==> src/rtl/img_pkg.sv <==
// Shared image geometry defaults, FSM state encoding and window constants
// for the 3x3 grain-removal filter sequencer.
package img_pkg;
    localparam int IMG_W_DEF  = 224;
    localparam int IMG_H_DEF  = 224;
    localparam int ADDR_W_DEF = 16;
    localparam int WIN_SIZE   = 9;
    localparam int WIN_DIM    = 3;
    localparam int COORD_W    = 8;

    typedef enum logic [2:0] {
        IDLE,
        FETCH,
        DRAIN,
        KICK,
        WAIT,
        EMIT,
        FIN
    } state_t;
endpackage

==> src/rtl/win_addr_gen.sv <==
// 3x3 window read generator: nine row-major reads from a latched base pixel,
// with win_load/win_idx trailing each read by one cycle (memory latency).
// No backpressure: once begun, reads issue back to back.
module win_addr_gen
    import img_pkg::*;
#(
    parameter int IMG_W  = IMG_W_DEF,
    parameter int ADDR_W = ADDR_W_DEF
) (
    input  logic               clk,
    input  logic               rst,
    input  logic               i_begin,
    input  logic [COORD_W-1:0] i_base_x,
    input  logic [COORD_W-1:0] i_base_y,
    output logic               o_mem_rd_en,
    output logic [ADDR_W-1:0]  o_mem_addr,
    output logic               o_win_load,
    output logic [3:0]         o_win_idx,
    output logic               o_last
);
    logic [1:0]         r_dx;
    logic [1:0]         r_dy;
    logic [COORD_W-1:0] r_bx;
    logic [COORD_W-1:0] r_by;
    logic               r_rd_en;
    logic [ADDR_W-1:0]  r_addr;
    logic               r_win_load;
    logic [3:0]         r_win_idx;

    logic [1:0]         w_dx_n;
    logic [1:0]         w_dy_n;
    logic [COORD_W-1:0] w_bx;
    logic [COORD_W-1:0] w_by;
    logic [ADDR_W-1:0]  w_addr;
    logic               w_last;

    assign w_last = r_rd_en && (r_dx == 2'd2) && (r_dy == 2'd2);

    always_comb begin
        w_dx_n = r_dx;
        w_dy_n = r_dy;
        if (i_begin) begin
            w_dx_n = 2'd0;
            w_dy_n = 2'd0;
        end else if (r_dx == 2'd2) begin
            w_dx_n = 2'd0;
            w_dy_n = r_dy + 2'd1;
        end else begin
            w_dx_n = r_dx + 2'd1;
        end
    end

    // The first read of a window must use the incoming base, not the latched one.
    assign w_bx   = i_begin ? i_base_x : r_bx;
    assign w_by   = i_begin ? i_base_y : r_by;
    assign w_addr = (ADDR_W'(w_by) + ADDR_W'(w_dy_n)) * ADDR_W'(IMG_W)
                  + ADDR_W'(w_bx) + ADDR_W'(w_dx_n);

    always_ff @(posedge clk or posedge rst) begin
        if (rst) begin
            r_dx       <= 2'd0;
            r_dy       <= 2'd0;
            r_bx       <= '0;
            r_by       <= '0;
            r_rd_en    <= 1'b0;
            r_addr     <= '0;
            r_win_load <= 1'b0;
            r_win_idx  <= 4'd0;
        end else begin
            r_win_load <= r_rd_en;
            if (r_rd_en) begin
                r_win_idx <= {2'b00, r_dy} * 4'd3 + {2'b00, r_dx};
            end
            if (i_begin) begin
                r_bx    <= i_base_x;
                r_by    <= i_base_y;
                r_dx    <= w_dx_n;
                r_dy    <= w_dy_n;
                r_rd_en <= 1'b1;
                r_addr  <= w_addr;
            end else if (r_rd_en) begin
                if (w_last) begin
                    r_rd_en <= 1'b0;
                end else begin
                    r_dx   <= w_dx_n;
                    r_dy   <= w_dy_n;
                    r_addr <= w_addr;
                end
            end
        end
    end

    assign o_mem_rd_en = r_rd_en;
    assign o_mem_addr  = r_addr;
    assign o_win_load  = r_win_load;
    assign o_win_idx   = r_win_idx;
    assign o_last      = w_last;
endmodule

==> src/rtl/filter_sequencer.sv <==
// Frame sequencer: for every valid 3x3 window, fetch, kick the filter core,
// wait for its result and emit one output pixel; done pulses after the frame.
module filter_sequencer
    import img_pkg::*;
#(
    parameter int IMG_W  = IMG_W_DEF,
    parameter int IMG_H  = IMG_H_DEF,
    parameter int ADDR_W = ADDR_W_DEF
) (
    input  logic              clk,
    input  logic              rst,
    input  logic              start,
    output logic              busy,
    output logic              done,
    output logic              mem_rd_en,
    output logic [ADDR_W-1:0] mem_addr,
    input  logic [7:0]        mem_rd_data,
    output logic              win_load,
    output logic [3:0]        win_idx,
    output logic [7:0]        win_data,
    output logic              flt_start,
    input  logic              flt_done,
    output logic              out_valid,
    output logic [7:0]        out_x,
    output logic [7:0]        out_y
);
    localparam logic [COORD_W-1:0] X_LAST = COORD_W'(IMG_W - 3);
    localparam logic [COORD_W-1:0] Y_LAST = COORD_W'(IMG_H - 3);

    state_t             r_state;
    logic [COORD_W-1:0] r_x;
    logic [COORD_W-1:0] r_y;
    logic               r_busy;
    logic               r_done;
    logic               r_flt_start;
    logic               r_out_valid;
    logic [COORD_W-1:0] r_out_x;
    logic [COORD_W-1:0] r_out_y;

    logic               w_row_end;
    logic               w_frame_end;
    logic [COORD_W-1:0] w_nx;
    logic [COORD_W-1:0] w_ny;
    logic               w_begin;
    logic               w_fetch_last;

    assign w_row_end   = (r_x == X_LAST);
    assign w_frame_end = w_row_end && (r_y == Y_LAST);

    // Next window origin: (0,0) when leaving IDLE, else the raster successor.
    always_comb begin
        w_nx = '0;
        w_ny = '0;
        if (r_state != IDLE) begin
            w_nx = w_row_end ? '0 : r_x + 1'b1;
            w_ny = w_row_end ? r_y + 1'b1 : r_y;
        end
    end

    assign w_begin = ((r_state == IDLE) && start) || ((r_state == EMIT) && !w_frame_end);

    win_addr_gen #(
        .IMG_W  (IMG_W),
        .ADDR_W (ADDR_W)
    ) u_win_addr_gen (
        .clk         (clk),
        .rst         (rst),
        .i_begin     (w_begin),
        .i_base_x    (w_nx),
        .i_base_y    (w_ny),
        .o_mem_rd_en (mem_rd_en),
        .o_mem_addr  (mem_addr),
        .o_win_load  (win_load),
        .o_win_idx   (win_idx),
        .o_last      (w_fetch_last)
    );

    always_ff @(posedge clk or posedge rst) begin
        if (rst) begin
            r_state     <= IDLE;
            r_x         <= '0;
            r_y         <= '0;
            r_busy      <= 1'b0;
            r_done      <= 1'b0;
            r_flt_start <= 1'b0;
            r_out_valid <= 1'b0;
            r_out_x     <= '0;
            r_out_y     <= '0;
        end else begin
            case (r_state)
                IDLE: if (start) begin
                    r_x     <= w_nx;
                    r_y     <= w_ny;
                    r_busy  <= 1'b1;
                    r_state <= FETCH;
                end
                FETCH: if (w_fetch_last) r_state <= DRAIN;
                DRAIN: begin
                    r_flt_start <= 1'b1;
                    r_state     <= KICK;
                end
                KICK: begin
                    r_flt_start <= 1'b0;
                    r_state     <= WAIT;
                end
                WAIT: if (flt_done) begin
                    r_out_valid <= 1'b1;
                    r_out_x     <= r_x;
                    r_out_y     <= r_y;
                    r_state     <= EMIT;
                end
                EMIT: begin
                    r_out_valid <= 1'b0;
                    if (w_frame_end) begin
                        r_done  <= 1'b1;
                        r_state <= FIN;
                    end else begin
                        r_x     <= w_nx;
                        r_y     <= w_ny;
                        r_state <= FETCH;
                    end
                end
                FIN: begin
                    r_done  <= 1'b0;
                    r_busy  <= 1'b0;
                    r_state <= IDLE;
                end
                default: r_state <= IDLE;
            endcase
        end
    end

    assign busy      = r_busy;
    assign done      = r_done;
    assign flt_start = r_flt_start;
    assign out_valid = r_out_valid;
    assign out_x     = r_out_x;
    assign out_y     = r_out_y;
    assign win_data  = mem_rd_data;
endmodule

==> config.mk <==
export PLATFORM = sky130hd
export DESIGN_NAME = filter_sequencer
export DESIGN_NICKNAME = d
export VERILOG_FILES = /design/src/rtl/img_pkg.sv /design/src/rtl/win_addr_gen.sv /design/src/rtl/filter_sequencer.sv
export SDC_FILE = /design/constraint.sdc
export NUM_CORES = 1
export LEC_CHECK = 0
export BUFFER_PORTS_ARGS = -buffer_cell sky130_fd_sc_hd__buf_2
export CORE_UTILIZATION = 59
export DETAILED_ROUTE_END_ITERATION = 10
export GPL_TIMING_DRIVEN = 1
export PLACE_DENSITY_LB_ADDON = 0.25
export SLEW_MARGIN = 10
export SYNTH_ARGS = -nofsm -noshare
export SYNTH_HDL_FRONTEND = slang
export SYNTH_SLANG_ARGS = --single-unit
==> constraint.sdc <==
create_clock -name clk -period 6.5 [get_ports clk]
set_input_delay 1.3 -clock clk [delete_from_list [all_inputs] [get_ports clk]]
set_output_delay 1.3 -clock clk [all_outputs]
set_load 0.1 [all_outputs]
==> impl_metrics.py <==
metrics = {
    "status": {
        "status": "complete, no violations",
    },
    "place": {
        "place_congestion": 0.864,
        "port_buffers": 45,
        "pre_cts_ws_ps": 258,
        "dp_hpwl_mm": 8.04,
    },
    "die": {
        "die_area_sq_um": 9150,
        "rows": 33,
        "start_util_pct": 62.0,
        "coreArea_sq_um": 8340,
        "ios": 62,
        "die_w_microns": 95.6,
        "die_h_microns": 95.6,
    },
    "hold_path": {
        "worst_hold_path_type": "flop to flop",
        "whs_path_depth": 2,
        "min_from": "u_win_addr_gen.o_mem_addr[0]",
        "min_to": "u_win_addr_gen.o_mem_addr[0]",
    },
    "clock_network": {
        "cts-root-buf": "clkbuf_8",
        "cts_buffers": 9,
        "cts.sinks": 81,
        "cts_buffer_depth": 2,
        "cts_max_level": 3,
        "insertion_delay_ps": 350,
        "cts_tree": "yes",
        "postCtsSetupBuffers": 0,
        "path_clk_slew_ps": 80,
    },
    "critical_path": {
        "cp_common_cell": "inv_1",
        "worstPathArrival_ps": 6300,
        "path_cells": "inv_1, ha_1, nand4b_1, nor4_2, buf_4, o21ai_0, nor2_1, ha_1, inv_1, fa_1, xnor2_1, inv_1, fa_1, ha_1, inv_1, fa_1, nand2b_1, a21oi_1, a311oi_1, xnor2_1, nand3_1, or4_1, a31oi_1",
        "rr_startpoint": "r_x[1]",
        "end_kind": "flop",
        "cpPeakStageDelay_ps": 510,
        "rrSetupSlack_ps": 470,
        "path_class": "flop to flop",
        "start_kind": "flop",
        "slowest_stage": "fa_1",
        "crit_fanout": 11,
        "required_ps": 6770,
        "r2r-end": "u_win_addr_gen.o_mem_addr[15]",
        "reg2reg_depth": 23,
    },
    "synthesis": {
        "synthXorXnorAreaFrac_pct": 6.24,
        "synth_top_area_share_pct": 39.2,
        "yosysWarnings": 0,
        "ys_seq_area_share_pct": 39.2,
        "synth_compound_area_share_pct": 16.8,
        "muxShareOfSynthArea_pct": 5.10,
        "syn_nets": 589,
        "synth_edf_count": 0,
        "syn-mean-instance-area_sq_um": 9.58,
        "netlist_instances": 540,
        "ys.flop_type": "dfrtp_1",
        "synth_top_family_by_area": "simple AND/OR/NAND/NOR gates",
        "yosys-top-cells-area": "dfrtp_1 39%, ha_1 6.8%, mux2_2 4.1%",
        "ys_ff_latch": 81,
        "synth_cell_types": 62,
        "yosys.area_share.simple_pct": 17.1,
        "synthAdderAreaFrac_pct": 10.3,
        "async_reset_ff_share_pct": 100,
        "synth_top_area_cell": "dfrtp_1",
        "synth_area_sq_um": 5170,
    },
    "route": {
        "drc": 0,
        "drt_iter0_markers": 258,
        "ant_nets": 0,
        "drt_pass1_iterations": 4,
        "avgViaCountPerCell": 5.99,
        "vias": 4112,
        "wl_per_cell_microns": 16.1,
        "wirelength_mm": 11.1,
    },
    "global_route": {
        "antenna_found_initial": 0,
        "grt_pass1_vias": 3913,
        "grt_max_degree": 82,
        "gr-usage-all-layers_pct": 25.9,
        "grt_pass1_wl_mm": 18.3,
        "overflow": 0,
    },
    "sta": {
        "fin_crit_sh_pct": 92.8,
        "fmax_mhz": 166,
        "layout_setup_ws_ps": 470,
        "worst_pin_slew_ps": 995,
        "rsz0062_at_grt": "no",
        "fin_crit_ps": 6030,
        "setup_viol": 0,
        "clock_skew_ps": 5.14,
        "hold_viol_final": 0,
        "final_max_slew_viol_count": 0,
        "relSlewSlack_pct": 33.6,
        "fin_tns_setup_ps": 0,
    },
    "layout": {
        "nNetsFinal": 626,
        "syn2layout_area_growth_pct": 9.79,
        "diodes": 0,
        "drive_above_1_share_pct": 18.8,
    },
    "run": {
        "cap_violations": 0,
    },
}
## routing by layer
metal  routed length, microns  global-route usage (%)  up-vias
met3                      541                    3.59       31
met1                     4940                    35.8     1989
met2                     5310                    41.0      121
met4                      263                    10.6        0
met5                        0                       0        -
li1                         -                       -     1971
## how the worst max path moves through the flow
stage / start / to / slack (ps) / cells after the start
2_1_floorplan: start / u_win_addr_gen.o_mem_addr[15] / 300 / 22
6_report: r_x[1] / u_win_addr_gen.o_mem_addr[15] / 470 / 23
5_1_grt: r_x[0] / u_win_addr_gen.o_mem_addr[15] / 50 / 22
4_1_cts: r_x[1] / u_win_addr_gen.o_mem_addr[15] / 390 / 23
3_3_place_gp: start / u_win_addr_gen.o_mem_addr[15] / 510 / 20
3_5_place_dp: start / u_win_addr_gen.o_mem_addr[15] / 260 / 20
## metrics by stage
stage | hold slack [ps] | area, sq um | std cells | utilization [%]
3_5_place_dp | 456 | 5440 | 671 | 65.3
6_report | 468 | 5680 | 686 | 68.1
5_1_grt | 511 | 5680 | 686 | 68.1
4_1_cts | 476 | 5670 | 686 | 68.0
3_3_place_gp | 454 | 5440 | 671 | 65.3
2_1_floorplan | 449 | 5170 | 540 | -
## cells in the final DEF (no fill, tap or decap), types with 3 or more instances in the layout
cell | Yosys | layout
nand3_1 | 19 | 19
clkbuf_8 | 0 | 9
o211ai_1 | 5 | 5
a21oi_2 | 4 | 4
ha_1 | 28 | 28
mux2_2 | 19 | 19
o21bai_1 | 3 | 3
xnor2_1 | 23 | 23
fa_1 | 9 | 9
and3_1 | 10 | 10
o31ai_1 | 6 | 6
a21oi_1 | 20 | 20
mux2i_1 | 5 | 5
nor2_1 | 37 | 37
nor3_1 | 13 | 12
nand2b_1 | 4 | 4
a31oi_1 | 7 | 7
buf_4 | 9 | 8
nand3b_1 | 3 | 3
or4_1 | 3 | 3
o21ai_0 | 42 | 42
buf_2 | 5 | 45
inv_1 | 33 | 32
dfrtp_1 | 81 | 81
nand2_1 | 53 | 53
or3_1 | 7 | 7
a21o_1 | 9 | 9
o21ai_1 | 3 | 3
o21a_1 | 8 | 7
nor2b_1 | 4 | 4
bufinv_16 | 0 | 3
xor2_1 | 12 | 12
o2111ai_1 | 3 | 3
## worst max-delay path: cells and delay by family (launching register included)
family | cells | cell delay (ps)
flip-flops | 1 | 440
buffers and inverters | 5 | 610
adder cells (fa/ha/maj) | 6 | 1980
XOR/XNOR | 2 | 590
AND/OR/NAND/NOR | 6 | 1540
AO/OA/AOI/OAI | 4 | 790
## synth_stat cells, types with 5 or more instances
cell type / count
dfrtp_1: 81
nand2_1: 53
o21ai_0: 42
nor2_1: 37
inv_1: 33
ha_1: 28
xnor2_1: 23
a21oi_1: 20
mux2_2: 19
nand3_1: 19
nor3_1: 13
xor2_1: 12
clkbuf_1: 11
and3_1: 10
a21o_1: 9
buf_4: 9
fa_1: 9
o21a_1: 8
a31oi_1: 7
or3_1: 7
o31ai_1: 6
buf_2: 5
mux2i_1: 5
o211ai_1: 5
## kinds of logic (layout without fill, tap and decap cells)
kind of cell               count (synthesis)  in the layout
AOI/OAI and AO/OA                        131            131
xor gates and xnor gates                  36             36
buffers and inverters                     60            101
DFF                                       81             81
and+or+nand+nor                          171            171
muxes                                     24             24
adders and majority gates                 37             37
## area by class of cell
class | count | area [sq um]
inverters | 33 | 125
repair buffers | 53 | 285
clock buffers | 10 | 128
flip-flops and latches | 81 | 2030
multi-input cells | 399 | 2880
clock inverters | 5 | 104
well taps | 105 | 131
fillers | 656 | 2660
## registers in the layout, summed over array words and instances (netlist names)
register                    cells
u_win_addr_gen.o_win_idx        4
out_y                           8
u_win_addr_gen.r_dy             2
u_win_addr_gen.r_bx             8
flt_start                       1
busy                            1
u_win_addr_gen.o_mem_rd_en      1
u_win_addr_gen.r_by             8
out_x                           8
r_y                             8
r_x                             8
done                            1
u_win_addr_gen.o_mem_addr      16
out_valid                       1
u_win_addr_gen.o_win_load       1
r_state                         3
u_win_addr_gen.r_dx             2
## what timing repair did
| item | CTS | global route |
|---|---|---|
| resized for setup | 0 | 2 |
| hold buffers | 0 | 0 |
| endpoints found under the setup margin | 0 | 1 |
Power is not shown: default switching activity piles up to over one toggle a cycle in this logic, so the estimate is an artifact.
